$ cat config.mk
export PLATFORM = sky130hd
export DESIGN_NAME = router_pkt_tx
export DESIGN_NICKNAME = d
export VERILOG_FILES = /design/src/rtl/router_pkg.sv /design/src/rtl/router_tx_buffer.sv /design/src/rtl/router_pkt_tx.sv
export SDC_FILE = /design/constraint.sdc
export NUM_CORES = 1
export LEC_CHECK = 0
export CAP_MARGIN = 15
export CORE_MARGIN = 5
export CORE_UTILIZATION = 30
export CTS_CLUSTER_DIAMETER = 100
export DETAILED_ROUTE_END_ITERATION = 8
export PLACE_DENSITY = 0.47
export SYNTH_ARGS = -nofsm -noshare
export SYNTH_HDL_FRONTEND = slang
export SYNTH_SLANG_ARGS = --single-unit
$ cat constraint.sdc
create_clock -name clock -period 5.05 [get_ports clock]
set_input_delay 1.01 -clock clock [delete_from_list [all_inputs] [get_ports clock]]
set_output_delay 1.01 -clock clock [all_outputs]
set_load 0.01 [all_outputs]
$ cat src/rtl/router_pkg.sv
// rtl/router_pkg.sv - shared router constants, tx state encoding and header helper
package router_pkg;

    localparam int DATA_W  = 8;
    localparam int LEN_W   = 6;
    localparam int ADDR_W  = 2;
    localparam int MAX_LEN = (1 << LEN_W) - 1;

    typedef enum logic [2:0] {
        TX_IDLE = 3'd0,
        TX_LOAD = 3'd1,
        TX_HDR  = 3'd2,
        TX_PAY  = 3'd3,
        TX_PAR  = 3'd4
    } tx_state_t;

    // Header byte carries the payload length above the destination address.
    function automatic logic [DATA_W-1:0] make_header(input logic [LEN_W-1:0]  len,
                                                      input logic [ADDR_W-1:0] addr);
        return {len, addr};
    endfunction

endpackage

$ cat src/rtl/router_tx_buffer.sv
// rtl/router_tx_buffer.sv - payload buffer, synchronous write / combinational read
// Ports:
//   clock  in   rising-edge clock
//   we     in   write enable
//   waddr  in   write index
//   wdata  in   write byte
//   raddr  in   read index
//   rdata  out  byte at raddr (combinational)
module router_tx_buffer
    import router_pkg::*;
(
    input  logic              clock,
    input  logic              we,
    input  logic [LEN_W-1:0]  waddr,
    input  logic [DATA_W-1:0] wdata,
    input  logic [LEN_W-1:0]  raddr,
    output logic [DATA_W-1:0] rdata
);

    // Contents need no reset: every byte is written before it is read.
    logic [DATA_W-1:0] mem [MAX_LEN];

    always_ff @(posedge clock) begin
        if (we) begin
            mem[waddr] <= wdata;
        end
    end

    assign rdata = mem[raddr];

endmodule

$ cat src/rtl/router_pkt_tx.sv
// rtl/router_pkt_tx.sv - router packet source: buffer payload, then send header/payload/parity
// Ports:
//   clock, reset      rising-edge clock, asynchronous active-high reset
//   start             packet request, sampled in IDLE only
//   addr, payload_len destination and byte count, latched on accepted start
//   payload_in/valid  payload byte from source; payload_ready high in LOAD
//   busy              router back-pressure, holds the presented byte
//   pkt_valid         high for header and payload bytes, low for parity byte
//   data_out          byte presented to router
//   tx_parity         running XOR of header and loaded payload
//   idle_ready        high in IDLE
//   done              pulse after parity byte is consumed
//   len_err           pulse when a zero-length start is rejected
module router_pkt_tx
    import router_pkg::*;
(
    input  logic              clock,
    input  logic              reset,
    input  logic              start,
    input  logic [ADDR_W-1:0] addr,
    input  logic [LEN_W-1:0]  payload_len,
    input  logic [DATA_W-1:0] payload_in,
    input  logic              payload_valid,
    output logic              payload_ready,
    input  logic              busy,
    output logic              pkt_valid,
    output logic [DATA_W-1:0] data_out,
    output logic [DATA_W-1:0] tx_parity,
    output logic              idle_ready,
    output logic              done,
    output logic              len_err
);

    tx_state_t         state;
    logic [LEN_W-1:0]  len_q;
    logic [LEN_W-1:0]  wcnt;
    // rcnt is the index of the next payload byte to present
    logic [LEN_W-1:0]  rcnt;
    logic [DATA_W-1:0] hdr_q;
    logic [DATA_W-1:0] rdata;
    logic              buf_we;

    assign buf_we = (state == TX_LOAD) && payload_valid && payload_ready;

    router_tx_buffer u_buf (
        .clock (clock),
        .we    (buf_we),
        .waddr (wcnt),
        .wdata (payload_in),
        .raddr (rcnt),
        .rdata (rdata)
    );

    always_ff @(posedge clock or posedge reset) begin
        if (reset) begin
            state         <= TX_IDLE;
            len_q         <= '0;
            wcnt          <= '0;
            rcnt          <= '0;
            hdr_q         <= '0;
            payload_ready <= 1'b0;
            pkt_valid     <= 1'b0;
            data_out      <= '0;
            tx_parity     <= '0;
            idle_ready    <= 1'b1;
            done          <= 1'b0;
            len_err       <= 1'b0;
        end else begin
            done    <= 1'b0;
            len_err <= 1'b0;
            case (state)
                TX_IDLE: begin
                    if (start) begin
                        if (payload_len != '0) begin
                            len_q         <= payload_len;
                            hdr_q         <= make_header(payload_len, addr);
                            tx_parity     <= make_header(payload_len, addr);
                            wcnt          <= '0;
                            rcnt          <= '0;
                            payload_ready <= 1'b1;
                            idle_ready    <= 1'b0;
                            state         <= TX_LOAD;
                        end else begin
                            len_err <= 1'b1;
                        end
                    end
                end
                TX_LOAD: begin
                    if (buf_we) begin
                        tx_parity <= tx_parity ^ payload_in;
                        if (wcnt == len_q - 1'b1) begin
                            payload_ready <= 1'b0;
                            data_out      <= hdr_q;
                            pkt_valid     <= 1'b1;
                            state         <= TX_HDR;
                        end else begin
                            wcnt <= wcnt + 1'b1;
                        end
                    end
                end
                TX_HDR: begin
                    if (!busy) begin
                        data_out <= rdata;
                        rcnt     <= rcnt + 1'b1;
                        state    <= TX_PAY;
                    end
                end
                TX_PAY: begin
                    if (!busy) begin
                        // rcnt == len_q means the last payload byte is being consumed
                        if (rcnt == len_q) begin
                            data_out  <= tx_parity;
                            pkt_valid <= 1'b0;
                            state     <= TX_PAR;
                        end else begin
                            data_out <= rdata;
                            rcnt     <= rcnt + 1'b1;
                        end
                    end
                end
                TX_PAR: begin
                    if (!busy) begin
                        data_out   <= '0;
                        done       <= 1'b1;
                        idle_ready <= 1'b1;
                        state      <= TX_IDLE;
                    end
                end
                default: state <= TX_IDLE;
            endcase
        end
    end

endmodule
# ---- After elaboration in Yosys (flattened, before gate mapping)
# Memories as Yosys holds them, arrays and structs flattened.
# Index checks and enable logic that the tools add are counted.
dict set report totals {
  ff_bits 50
  ramBits 504
  input_bits 21
  out_inout_bits 21
  elab_cells 101
  memories 1
}
dict set report op_classes {
  addsub 3
  eq_ne 16
  n_mux 50
  bitwise_logic 1
  reduce_logical 18
}
# name words word_bits read_ports rd_clocked_by_memory_dff write_ports line
set mem_list {}
lappend mem_list {u_buf.mem 63 8 1 0 1 router_tx_buffer.sv:21} ;# logic [DATA_W-1:0] mem [MAX_LEN];
# operator count
set op_table {}
lappend op_table {{2-to-1 mux 8 bit} 9}
lappend op_table {{2-to-1 mux 6 bit} 7}
lappend op_table {{case mux 8 bit (4 select lines)} 1}
lappend op_table {{2-to-1 mux 3 bit} 8}
lappend op_table {{2-to-1 mux 1 bit} 18}
lappend op_table {{!= test 2 bit (second input constant)} 9}
lappend op_table {{case mux 6 bit (3 select lines)} 1}
lappend op_table {{case mux 8 bit (2 select lines)} 1}
lappend op_table {{case mux 3 bit (5 select lines)} 1}
lappend op_table {{AND reduction 5 bit} 3}
lappend op_table {{adder 6 x 1 -> 6 bit (second input constant)} 2}
lappend op_table {{== test 6 bit} 2}
lappend op_table {{case mux 6 bit (2 select lines)} 1}
lappend op_table {{AND reduction 6 bit} 2}
lappend op_table {{AND reduction 4 bit} 2}
lappend op_table {{AND reduction 8 bit} 1}
lappend op_table {{bitwise XOR 8 bit} 1}
lappend op_table {{== test 3 x 2 -> 1 bit (second input constant)} 2}
lappend op_table {{case mux 1 bit (2 select lines)} 3}
lappend op_table {{nonzero test 2 bit} 3}
lappend op_table {{nonzero test 6 bit} 1}
lappend op_table {{subtractor 6 x 1 -> 6 bit (second input constant)} 1}
lappend op_table {{nonzero test 4 bit} 1}
lappend op_table {{== test 3 x 1 -> 1 bit (second input constant)} 1}
lappend op_table {{other kinds (6)} 7}

# ---- Logic depth before layout (Yosys ltp)
dict set report logic_depth {
  ltp_word 5
  ltp_mapped 11
  ltp_nobuf 8
}

# ---- By module
# Synthesis repeated with hierarchy kept, for this count alone.
dict set report hier_totals {
  cells_unflattened 1209
  hier_area_um2 22073.7
}
# mod instances cells_per_inst area_per_inst_um2 seq_area_each_um2
set by_module_without_submodules {}
lappend by_module_without_submodules {router_tx_buffer 1 941 19646.3 15134.5}
lappend by_module_without_submodules {router_pkt_tx 1 268 2427.3 1102.3}

# ---- Worst setup path before layout
# Ideal clock, no wire load.
dict set report synth_timing {
  path_kind {input to register}
  from {input payload_len[0]}
  to {register tx_parity[5]}
  setup_time_ps 126
  arrival_ps 2461
  t_required_ps 4924
  slack_ps 2463
  path_stages 7
  n_path_buf 2
  path_cell_list {or4_1 > o21ba_1 > o22a_1 > buf_2 > buf_2 > a21oi_1 > a21oi_1}
}
dict set report synth_between {
  elab_chain_len 3
}
# item line
set synth_rtl {}
lappend synth_rtl {{start: declaration} router_pkt_tx.sv:21} ;# input logic [LEN_W-1:0] payload_len,
lappend synth_rtl {{nonzero test 6 bit} router_pkt_tx.sv:74} ;# if (payload_len != '0) begin
lappend synth_rtl {{!= test 2 bit (no line)} -}
lappend synth_rtl {{AND reduction 4 bit (no line)} -}
lappend synth_rtl {{end signal: assignment} router_pkt_tx.sv:77} ;# tx_parity <= make_header(payload_len, addr);
lappend synth_rtl {{end signal: assignment} router_pkt_tx.sv:90} ;# tx_parity <= tx_parity ^ payload_in;
lappend synth_rtl {{end: declaration} router_pkt_tx.sv:28} ;# output logic [DATA_W-1:0] tx_parity,
# Every way passes these cells.
# A chain may end at the register's enable or synchronous reset.

# ---- Worst setup path after layout
dict set report layout_timing {
  from {register rcnt[1]}
  to {register data_out[7]}
}
dict set report layout_between {
  elab_chain_len 4
  word_cells_on_any_way 6
  cone_classes {1 x eq/ne; 4 x mux; 1 x memory}
}
# item line
set layout_rtl {}
lappend layout_rtl {{start: declaration} router_pkt_tx.sv:38} ;# logic [LEN_W-1:0] rcnt;
lappend layout_rtl {{start signal: assignment} router_pkt_tx.sv:104} ;# rcnt <= rcnt + 1'b1;
lappend layout_rtl {{start signal: assignment} router_pkt_tx.sv:117} ;# rcnt <= rcnt + 1'b1;
lappend layout_rtl {{memory read (63 x 8 bit) or == test 6 bit (tied branches)} -}
lappend layout_rtl {{2-to-1 mux 8 bit} router_pkt_tx.sv:111} ;# if (rcnt == len_q) begin
lappend layout_rtl {{2-to-1 mux 8 bit} router_pkt_tx.sv:109} ;# if (!busy) begin
lappend layout_rtl {{case mux 8 bit (4 select lines) *} router_pkt_tx.sv:71} ;# case (state)
lappend layout_rtl {{end signal: assignment} router_pkt_tx.sv:103} ;# data_out <= rdata;
lappend layout_rtl {{end signal: assignment} router_pkt_tx.sv:112} ;# data_out <= tx_parity;
lappend layout_rtl {{end signal: assignment} router_pkt_tx.sv:116} ;# data_out <= rdata;
lappend layout_rtl {{end: declaration} router_pkt_tx.sv:27} ;# output logic [DATA_W-1:0] data_out,
# Every way passes the cells marked *; elsewhere a longest branch is shown, timed or not. The select of a mux whose other input is x is not followed.

==> flow_summary.toml <==
[sta]
tightest_slew_ps = 1151
finalSetupTns_ps = 0
slew_violations = 0
rsz0062_at_grt = "no"
post-route-period-util_pct = 63.91
fin_crit_ps = 3227
fin_skew_ps = 23.29
setup_viol = 0
hold_ws_ps = 511.9
max_freq_ghz = 0.3099
worst_slack_ps = 1823
finalHoldViolCount = 0
max_slew_margin_pct = 23.06

[grt]
grt_max_degree = 64
gr-total-overflow = 0
first_global_vias = 12290
track_usage_pct = 15.22
grt_first_pass_wirelength_mm = 90.73
antenna_found_initial = 1

[die]
die_y_um = 284.0
dieWidth_um = 284.0
io_pins = 42
rows = 100
core_um2 = 74450
initial_core_util_pct = 30.24
dieArea_um2 = 80630

[critical_path]
crit_path_cell_trace = "clkinv_1, o2bb2ai_1, a221oi_1, a211oi_1, o211ai_1, a221oi_1"
arrival_ps = 3720
end_kind = "flip-flop"
critPathRequiredTime_ps = 5550
cp_slowest_stage_delay_ps = 980
crit_type = "reg -> reg"
path_max_fanout = 55
cp_slowest_cell = "dfrtp_4"
cp-start-kind = "flip-flop"
crit_path_frequent_cell = "a221oi_1"

[yosys]
ys_warn_count = 0
synth_edf_count = 504
avgSynthCellArea_um2 = 18.25
netlist_instances = 1234
ys.flop_type = "edfxtp_1"
synth_area_um2 = 22520
synth.net_count = 1258
synth.distinct_cells = 80
synth_seq_cells = 548
async_flop_share_pct = 8.029
yosysSeqAreaShare_pct = 72.11

[pwr]
total_power_mw = 12.97
p_per_area_nw_per_um2 = 504.2
p_clk_share_pct = 32.5
p_sw_mw = 4.047
p_comb_share_pct = 24.9
intPower_mw = 8.921
switching_share_pct = 31.21
ir_drop_uv = 265.1
seq_power_share_pct = 42.6
p_leak_nw = 7.998

[final_layout]
mostFrequentLayoutCell = "edfxtp_1"
finish.net_count = 1313
drive_gt1_share_pct = 19.22
fillCellCount = 6967
fin_util_pct = 34.55
n_antenna_cell = 0
final_cell_mix = "504 x edfxtp_1, 91 x nor2_1, 91 x mux4_2, 58 x clkbuf_16"
syn_to_final_growth_pct = 14.24

[clock_network]
numCtsBuffers = 58
clock_path_buffers = 3
cts_tree = "built"
cts_root_buffer = "clkbuf_16"
clk_latency_ps = 620
cts_sinks = 548
cts-htree-levels = 2
cts_resized = 0
ctsHoldBuffers = 0
postCtsSetupBuffers = 0
path_clk_slew_ps = 60

[place]
io_buffers = 41
dp_slack_ps = 1307
gp_congestion = 0.8442
hpwl_mm = 40.16

[drt]
wire_per_inst_um = 26.99
firstDrtPassIters = 5
wl_met2_mm = 29.40
num_vias = 11820
routed.top_layer = "met4"
ant_nets = 0
dr_wl_met3_mm = 3.361
drt_iter0_markers = 991
wl_mm = 62.25
viasPerCell = 5.124
drc = 0
wl_met1_mm = 28.43

[min_path]
hold_class = "reg -> reg"

[status]
outcome = "finished clean"

[flow_run]
maxCapViolations = 0
[per-stage QoR]
step           instances  area (um^2)
3_3_place_gp        2198        23830
4_1_cts             2306        25720
3_5_place_dp        2198        23830
6_report            2306        25720
5_1_grt             2306        25720
2_1_floorplan       1234        22520
[cells by family after synthesis]
kind of cell | synth area share (%)
AND/OR/NAND/NOR | 5.335
flip-flops | 72.11
buffers and inverters | 2.562
multiplexers | 14.34
XOR/XNOR | 0.7002
adder cells (fa/ha/maj) | 0.1667
AO/OA/AOI/OAI | 4.785
[final cells by class]
cell class,count,area (um^2),share of cell area (%)
sequential,548,16250,63.16
multi-input combinational,603,5702,22.17
inverter,13,48.80,0.1897
timing repair buffer,65,625.6,2.432
tap,969,1212,4.714
clock buffer,67,1495,5.813
clock inverter,41,391.6,1.523
[state kept, by name, indices dropped and copies added (netlist names), 2 cells and up]
signal and cells:
data_out 8, hdr_q 2, len_q 6, rcnt 6, state 3, tx_parity 8, u_buf.mem 504, wcnt 6
[cell usage after synthesis (all sizes together), types with 13 or more instances]
cell type / instances / area (um^2)
o21ai: 37 / 185.2
dfrtp: 43 / 1076
nor2: 92 / 352.8
mux2: 13 / 146.4
nand3: 31 / 155.2
mux2i: 48 / 480.5
buf: 50 / 424.2
edfxtp: 504 / 15130
mux4: 112 / 2601
a21oi: 37 / 185.2
nand2: 48 / 180.2
clkbuf: 19 / 95.10
[worst paths after layout]
| kind | from | to | slack [ps] | depth (start not counted) |
|---|---|---|---|---|
| max | rcnt[1] | data_out[7] | 1820 | 6 |
| min | hdr_q[1] | hdr_q[1] | 510 | 1 |
| max reg2reg | rcnt[1] | data_out[7] | 1820 | 6 |
| min reg2reg | hdr_q[1] | hdr_q[1] | 510 | 1 |
| max in group asynchronous | reset | rcnt[1] | 3380 | 2 |
| min in group asynchronous | reset | tx_parity[1] | 960 | 2 |
[critical path: cells and delay by family, from the launching register on]
kind | cells | cell delay (ps)
AOI/OAI and AO/OA | 5 | 1420
DFF | 1 | 980
buffers and inverters | 1 | 650
[power groups by stage]
stage	Combinational [mW]	Sequential [mW]	Clock, mW
after detailed placement	3.26	5.61	0
after global routing	3.45	5.55	4.51
after CTS	3.27	5.52	4.33
after floorplan	2.29	5.33	0
after global placement	3.26	5.62	0
final	3.23	5.52	4.22
[metal layers]
metal / global-route usage (%) / vias to the layer above
met5: 0 / -
met4: 3.185 / 0
met3: 3.084 / 72
met2: 24.39 / 317
met1: 21.65 / 6302
li1: - / 5125
(Power assumes the default switching activity.)
